**src/rtl/sn74ls443_seq.sv**
```systemverilog
// Transfer sequencer for an sn74ls443 tridirectional buffer: queues (src, dst) requests and
// steps each through SETUP -> DRIVE -> TURN with registered, glitch-free control pins.
module sn74ls443_seq #(
  parameter int unsigned DEPTH        = 4,
  parameter int unsigned DRIVE_CYCLES = 2
) (
  input  logic       clk,
  input  logic       clr_n,
  input  logic       req_valid,
  output logic       req_ready,
  input  logic [1:0] req_src,
  input  logic [2:0] req_dst,
  output logic       cs,
  output logic       s1,
  output logic       s0,
  output logic       ga,
  output logic       gb,
  output logic       gc,
  output logic       busy,
  output logic       done,
  output logic       err
);

  localparam int unsigned PtrW = $clog2(DEPTH);
  localparam int unsigned CntW = $clog2(DEPTH) + 1;
  localparam int unsigned DrvW = (DRIVE_CYCLES > 1) ? $clog2(DRIVE_CYCLES) : 1;

  localparam logic [1:0] StIdle  = 2'd0;
  localparam logic [1:0] StSetup = 2'd1;
  localparam logic [1:0] StDrive = 2'd2;
  localparam logic [1:0] StTurn  = 2'd3;

  logic [1:0]      state_q, state_d;
  logic [DrvW-1:0] drv_cnt_q, drv_cnt_d;
  logic [1:0]      cur_src_q, cur_src_d;
  logic [2:0]      cur_dst_q, cur_dst_d;

  logic [PtrW-1:0] wr_ptr_q, rd_ptr_q;
  logic [CntW-1:0] count_q, count_d;
  logic [4:0]      mem_q [DEPTH];

  logic       cs_q, cs_d;
  logic [1:0] s_q, s_d;
  logic [2:0] g_q, g_d;
  logic       done_q, done_d;
  logic       err_q, err_d;

  logic [2:0] own_bit;
  logic       req_invalid;
  logic       accept;
  logic       push;
  logic       pop;
  logic       q_empty;

  // Source port's own enable bit in the {A,B,C} mask.
  assign own_bit     = 3'b100 >> req_src;
  assign req_invalid = (req_src == 2'b11) | (req_dst == 3'b000) | (|(req_dst & own_bit));
  assign req_ready   = (count_q != CntW'(DEPTH));
  assign accept      = req_valid & req_ready;
  assign push        = accept & ~req_invalid;
  assign q_empty     = (count_q == '0);

  always_comb begin
    state_d   = state_q;
    drv_cnt_d = drv_cnt_q;
    cur_src_d = cur_src_q;
    cur_dst_d = cur_dst_q;
    pop       = 1'b0;
    case (state_q)
      StIdle: begin
        if (!q_empty) begin
          pop     = 1'b1;
          state_d = StSetup;
        end
      end
      StSetup: begin
        state_d   = StDrive;
        drv_cnt_d = DrvW'(DRIVE_CYCLES - 1);
      end
      StDrive: begin
        if (drv_cnt_q == '0) begin
          state_d = StTurn;
        end else begin
          drv_cnt_d = drv_cnt_q - 1'b1;
        end
      end
      StTurn: begin
        if (!q_empty) begin
          pop     = 1'b1;
          state_d = StSetup;
        end else begin
          state_d = StIdle;
        end
      end
      default: state_d = StIdle;
    endcase
    if (pop) begin
      {cur_src_d, cur_dst_d} = mem_q[rd_ptr_q];
    end
  end

  always_comb begin
    count_d = count_q;
    case ({push, pop})
      2'b10:   count_d = count_q + 1'b1;
      2'b01:   count_d = count_q - 1'b1;
      default: count_d = count_q;
    endcase
  end

  // Pins are decoded from the next state so they only ever change on the clock edge.
  always_comb begin
    cs_d   = (state_d == StIdle);
    s_d    = (state_d == StIdle) ? 2'b11 : cur_src_d;
    g_d    = (state_d == StDrive) ? ~cur_dst_d : 3'b111;
    done_d = (state_d == StTurn);
    err_d  = accept & req_invalid;
  end

  always_ff @(posedge clk or negedge clr_n) begin
    if (!clr_n) begin
      state_q   <= StIdle;
      drv_cnt_q <= '0;
      cur_src_q <= 2'b11;
      cur_dst_q <= 3'b000;
      wr_ptr_q  <= '0;
      rd_ptr_q  <= '0;
      count_q   <= '0;
      cs_q      <= 1'b1;
      s_q       <= 2'b11;
      g_q       <= 3'b111;
      done_q    <= 1'b0;
      err_q     <= 1'b0;
    end else begin
      state_q   <= state_d;
      drv_cnt_q <= drv_cnt_d;
      cur_src_q <= cur_src_d;
      cur_dst_q <= cur_dst_d;
      count_q   <= count_d;
      if (push) wr_ptr_q <= wr_ptr_q + 1'b1;
      if (pop)  rd_ptr_q <= rd_ptr_q + 1'b1;
      cs_q      <= cs_d;
      s_q       <= s_d;
      g_q       <= g_d;
      done_q    <= done_d;
      err_q     <= err_d;
    end
  end

  always_ff @(posedge clk) begin
    if (push) begin
      mem_q[wr_ptr_q] <= {req_src, req_dst};
    end
  end

  assign cs       = cs_q;
  assign {s1, s0} = s_q;
  assign {ga, gb, gc} = g_q;
  assign done     = done_q;
  assign err      = err_q;
  assign busy     = (state_q != StIdle) | ~q_empty;

endmodule

```
**config.mk**
```make
export PLATFORM = sky130hd
export DESIGN_NAME = sn74ls443_seq
export DESIGN_NICKNAME = d
export VERILOG_FILES = /design/src/rtl/sn74ls443_seq.sv
export SDC_FILE = /design/constraint.sdc
export NUM_CORES = 1
export LEC_CHECK = 0
export CAP_MARGIN = 20
export CORE_AREA = 2 2 79 51
export DETAILED_ROUTE_END_ITERATION = 10
export DIE_AREA = 0 0 81 53
export PLACE_DENSITY = 0.73
export SLEW_MARGIN = 20
export SYNTH_ARGS = -nofsm -noshare
export SYNTH_HDL_FRONTEND = slang
export SYNTH_SLANG_ARGS = --single-unit
```
**constraint.sdc**
```tcl
create_clock -name clk -period 3.3 [get_ports clk]
set_clock_uncertainty 0.1 [all_clocks]
set_input_delay 0.66 -clock clk [delete_from_list [all_inputs] [get_ports clk]]
set_output_delay 0.66 -clock clk [all_outputs]
set_load 0.01 [all_outputs]
```
Word-level counts from Yosys, hierarchy flattened
Memories as Yosys holds them, arrays and structs flattened. Index checks and enable logic that the tools add are counted.

Flip-flop bits (word level): 23. Memory bits (writable): 20. Bits of input ports: 8. Output and inout port bits: 10. Word-level logic and storage cells: 62. Memories kept: 1.

Add/sub/neg operators: 5. Eq/ne operators: 9. Shift-type cells: 1. Multiplexer cells: 15. Bitwise logic cells: 10. Reduce and logical (&&, ||, !) cells: 9.

Memory list: mem_q (words 4, bits a word 5, rd ports 1, clocked after memory_dff 0, wr ports 1, line 40) `logic [4:0] mem_q [DEPTH];`.

Operator list (number): $eq 2x2->1 const B (6); $mux 2 (4); $pmux 2 s4 (1); $logic_not 3->1 (2); $mux 1 (6); $mux 3 (2); $pmux 3 s2 (1); $reduce_bool 2->1 (3); $add 2x1->2 const B (2); $eq 2x1->1 const B (2); $logic_not 2->1 (2); $add 3x1->3 const B (1); $and 1x1->1 (3); $and 3x3->3 (1); $ne 3x3->1 const B (1); $not 3->3 (1); $or 1x1->1 (3); $reduce_or 3->1 (1); $shr 3x2->3 const A (1); $sub 3x1->3 const B (1); $not 1->1 (2); $pmux 1 s2 (1); $reduce_or 2->1 (1); $sub 1x1->1 const B (1).

Longest topological paths before layout
Depth in word-level cells: 8. Depth in mapped cells: 9. Mapped depth without buffers: 9.

Worst setup path after synthesis
OpenSTA, ideal clock, no wires.

Kind: input-to-reg. From: input port req_src[1]. To: register count_q[2]. Setup time: 0.125 ns. Arrival: 2.258 ns. Data required time: 3.075 ns. Path slack: 0.817 ns. Stages on the path: 8. Path buffers: 0. Path through: o32ai_1 -> o2111a_1 -> inv_1 -> ha_1 -> fa_1 -> xnor2_1 -> nor2_1 -> xor2_1.

Word-level cells in the longest chain between the ends: 8. Elaborated cells on any way between the ends: 12. Classes of those cells: eq/ne (3); shift (1); mux (1); bitwise (5); reduce/logical (2).

Ends and longest elaborated chain: start, declared (line 11) `input logic [1:0] req_src,`; $shr 3x2->3 (line 56) `assign own_bit = 3'b100 >> req_src;`; $and 3x3->3 (line 57) `assign req_invalid = (req_src == 2'b11) | (req_dst == 3'b000) | (|(req_dst & own_bit));`; $reduce_or 3->1 (line 57); $or 1x1->1 * (line 57); $not 1->1 * (line 60) `assign push = accept & ~req_invalid;`; $and 1x1->1 * (line 60); $eq 2x1->1 or $eq 2x2->1 (tied branches) (line 104) `case ({push, pop})`; $pmux 3 s2 or $reduce_bool 2->1 (tied branches); end signal, assigned (line 139) `count_q <= count_d;`; end, declared (line 39) `logic [CntW-1:0] count_q, count_d;`.

Mark *: on every way between the ends. The rest lies on a longest branch, timed or not. A chain may end at the register's enable or synchronous reset.

Final worst setup path
From: input port req_dst[1]. To: register count_q[2].

Word-level cells in the longest chain between the ends: 7. Elaborated cells on any way between the ends: 11. Classes of those cells: eq/ne (2); mux (1); bitwise (5); reduce/logical (3).

Ends and longest elaborated chain: start, declared (line 12) `input logic [2:0] req_dst,`; $logic_not 3->1 or $and 3x3->3 (tied branches) (line 57); $or 1x1->1 or $reduce_or 3->1 (tied branches) (line 57); $or 1x1->1 * (line 57); $not 1->1 * (line 60); $and 1x1->1 * (line 60); $eq 2x1->1 or $eq 2x2->1 (tied branches) (line 104); $pmux 3 s2 or $reduce_bool 2->1 (tied branches).

Marks and branches as above.

==> flow_summary.yaml <==
yosys:
  ys.flop_type: "edfxtp_1"
  netlist.area_leader.share_pct: 33.1
  syn_area_per_cell_um2: 15.7
  synth_top_area_cell: "edfxtp_1"
  netlist_top_cells_count: "edfxtp_1, dfrtp_1, nor2_1"
  synth_cells: 116
  synth_edf_count: 20
  yosysSeqAreaShare_pct: 65.3
  syn_area_um2: 1820
  ys_warn_count: 0
  synthTopCellsByArea: "edfxtp_1, dfrtp_1, dfstp_2"
  syn-num-nets: 134
  async_reset_ff_share_pct: 53.5
  synth.distinct_cells: 30
  synth_most_common_cell: "edfxtp_1"
  synth_seq_cells: 43
timing:
  tns_ps: 0
  rsz0062_at_grt: "false"
  post-route-min-period_ps: 2850
  setup_viol: 0
  relSlewSlack_pct: 37.4
  slew_viol_final: 0
  setup_ws_ps: 448
  min_period_over_period_pct: 86.4
  hold_viol: 0
  worst_pin_slew_ps: 936
  timing.fmax_mhz: 351
drt:
  postRouteAntennaNets: 0
  dr.first_iter.drc_count: 36
  vias: 954
  wire_per_inst_um: 14.7
  via_per_inst: 5.10
  drt_pass1_iterations: 4
  drc: 0
  wirelength_um: 2760
layout:
  seqCellArea_um2: 1190
  diodes: 0
  multi_input_area_um2: 586
  drive_gt1_share_pct: 20.0
  final_cell_area_um2: 2150
  fillers: 276
  area_delta_synth_final_pct: 18.6
  fin_nets: 157
power_and_ir_drop:
  switching_share_pct: 31.9
  power_switching_uw: 662
  p_seq_share_pct: 41.8
  internal_power_mw: 1.41
  power_frac_comb_pct: 39.1
  vdd_drop_max_uv: 399
  p_leak_nw: 0.853
  clkPwrFrac_pct: 19.1
  totalPowerFinal_mw: 2.08
  powerDensity_nw_per_um2: 963
setup_path:
  r2r_slack_ps: 790
  cp-start-kind: "primary input"
  critical_path.max_fanout: 8
  required_ps: 3420
  worst_ep_arrival_time_ps: 2970
  path_class: "primary input to flip-flop"
  critPathCaptureType: "flip-flop"
clock_tree:
  cts_setup_buffers: 0
  cts_made_buffers: 5
  clock_latency_ps: 290
  cts.sinks: 43
  cts-htree-levels: 2
  ctsResizeCount: 0
  cts_buffer_depth: 2
  clock-root-buffer: "clkbuf_8"
  path_clk_slew_ps: 80
  cts_tree: "done"
  postCtsHoldBufs: 0
die:
  start_util_pct: 51.5
  die_h_um: 53
  die_area_um2: 4290
  fp-row-count: 17
  die-width_um: 81
  io_pins: 18
  design.core.area_um2: 3530
place:
  io_buffers: 17
  dpl-instance-area_um2: 2040
  dp_hpwl_um: 1970
  globalplace.congestion: 0.789
  place_ws_ps: 178
global_routing:
  grt_max_degree: 23
  grt-ovfl-total: 0
  grt_antenna_before_repair: 0
  grt_use_total_pct: 15.6
  grt_pass1_vias: 970
  grt_pass1_wl_um: 4570
worst_hold_path:
  min_path_type: "flip-flop to flip-flop"
flow_run:
  maxCapViolations: 0
run_status:
  status: "completed"
power groups by stage:
stage	clock network, mW	logic [mW]	registers [mW]
detailed placement	0	0.818	0.880
global route	0.430	0.914	0.888
global placement	0	0.784	0.871
floorplan	0	0.629	0.846
finish	0.397	0.811	0.867
CTS	0.410	0.825	0.870
worst paths after layout:
path | from | cells past startpoint | to
worst max-delay path | req_dst[1] | 10 | count_q[2]
min in group asynchronous | clr_n | 1 | count_q[2]
worst min-delay path | cur_dst_q[1] | 1 | g_q[1]
worst max register to register | state_q[0] | 6 | count_q[1]
worst min register to register | cur_dst_q[1] | 1 | g_q[1]
max in group asynchronous | clr_n | 2 | g_q[1]
state kept, by name, indices dropped and copies added (netlist names):
register   flops
mem_q         20
count_q        3
cur_dst_q      3
g_q            3
cur_src_q      2
rd_ptr_q       2
s_q            2
state_q        2
wr_ptr_q       2
cs             1
done           1
drv_cnt_q      1
err            1
worst max-delay path, cell delays in order:
cell	delay, ps
clkdlybuf4s50_1	600
nor2_1	60
o32ai_1	320
o2111a_1	240
inv_1	50
ha_1	230
fa_1	390
xnor2_1	140
nor2_1	110
xor2_1	170
cell usage in the layout (no fill, tap or decap):
cell / n
edfxtp_1: 20
clkdlybuf4s50_1: 17
dfrtp_1: 15
nor2_1: 11
ha_1: 9
dfstp_2: 8
inv_1: 7
mux2_2: 5
and2_1: 5
clkbuf_8: 5
nand2_1: 4
xnor2_1: 4
mux4_1: 3
nand3_1: 3
mux4_2: 2
mux2_4: 2
o21bai_1: 2
xor2_1: 2
buf_4: 2
nor3_1: 1
nor2_2: 1
o22a_1: 1
nand2b_1: 1
o32ai_1: 1
o31ai_1: 1
o2111a_1: 1
nor4_1: 1
a211oi_1: 1
a21oi_1: 1
fa_1: 1
clkinv_2: 1
clkinv_4: 1
bufinv_16: 1
layout make-up:
cell class	count	area share, %
inverters	7	1.22
well taps	47	2.73
clock buffers	5	3.19
repair buffers	19	8.59
multi-input cells	63	27.2
flip-flops and latches	43	55.1
clock inverters	3	2.03
kinds of logic (layout without fill, tap and decap cells):
logic type | after synthesis | count (layout) | share of synthesized area [%]
AOI/OAI and AO/OA | 8 | 8 | 3.51
muxes | 12 | 12 | 11.6
xor gates and xnor gates | 6 | 6 | 2.89
and+or+nand+nor | 27 | 27 | 6.96
adders and majority gates | 10 | 10 | 7.30
DFF | 43 | 43 | 65.3
buffers and inverters | 10 | 34 | 2.48
through the flow:
| stage | utilization (%) | hold slack [ps] | std cells |
|---|---|---|---|
| global placement | 57.8 | 315 | 179 |
| floorplan | - | 264 | 116 |
| CTS | 61.0 | 334 | 187 |
| detailed placement | 57.8 | 323 | 179 |
| global route | 61.0 | 360 | 187 |
| finish | 61.0 | 327 | 187 |
metal layers:
| layer | track usage, % | routed length [um] | vias to the layer above |
|---|---|---|---|
| met2 | 24.1 | 1250 | 25 |
| met5 | 0 | 0 | - |
| li1 | - | - | 455 |
| met3 | 5.97 | 140 | 6 |
| met1 | 19.3 | 1320 | 468 |
| met4 | 7.63 | 46 | 0 |
Note: power is estimated with default switching activity, not from simulation.
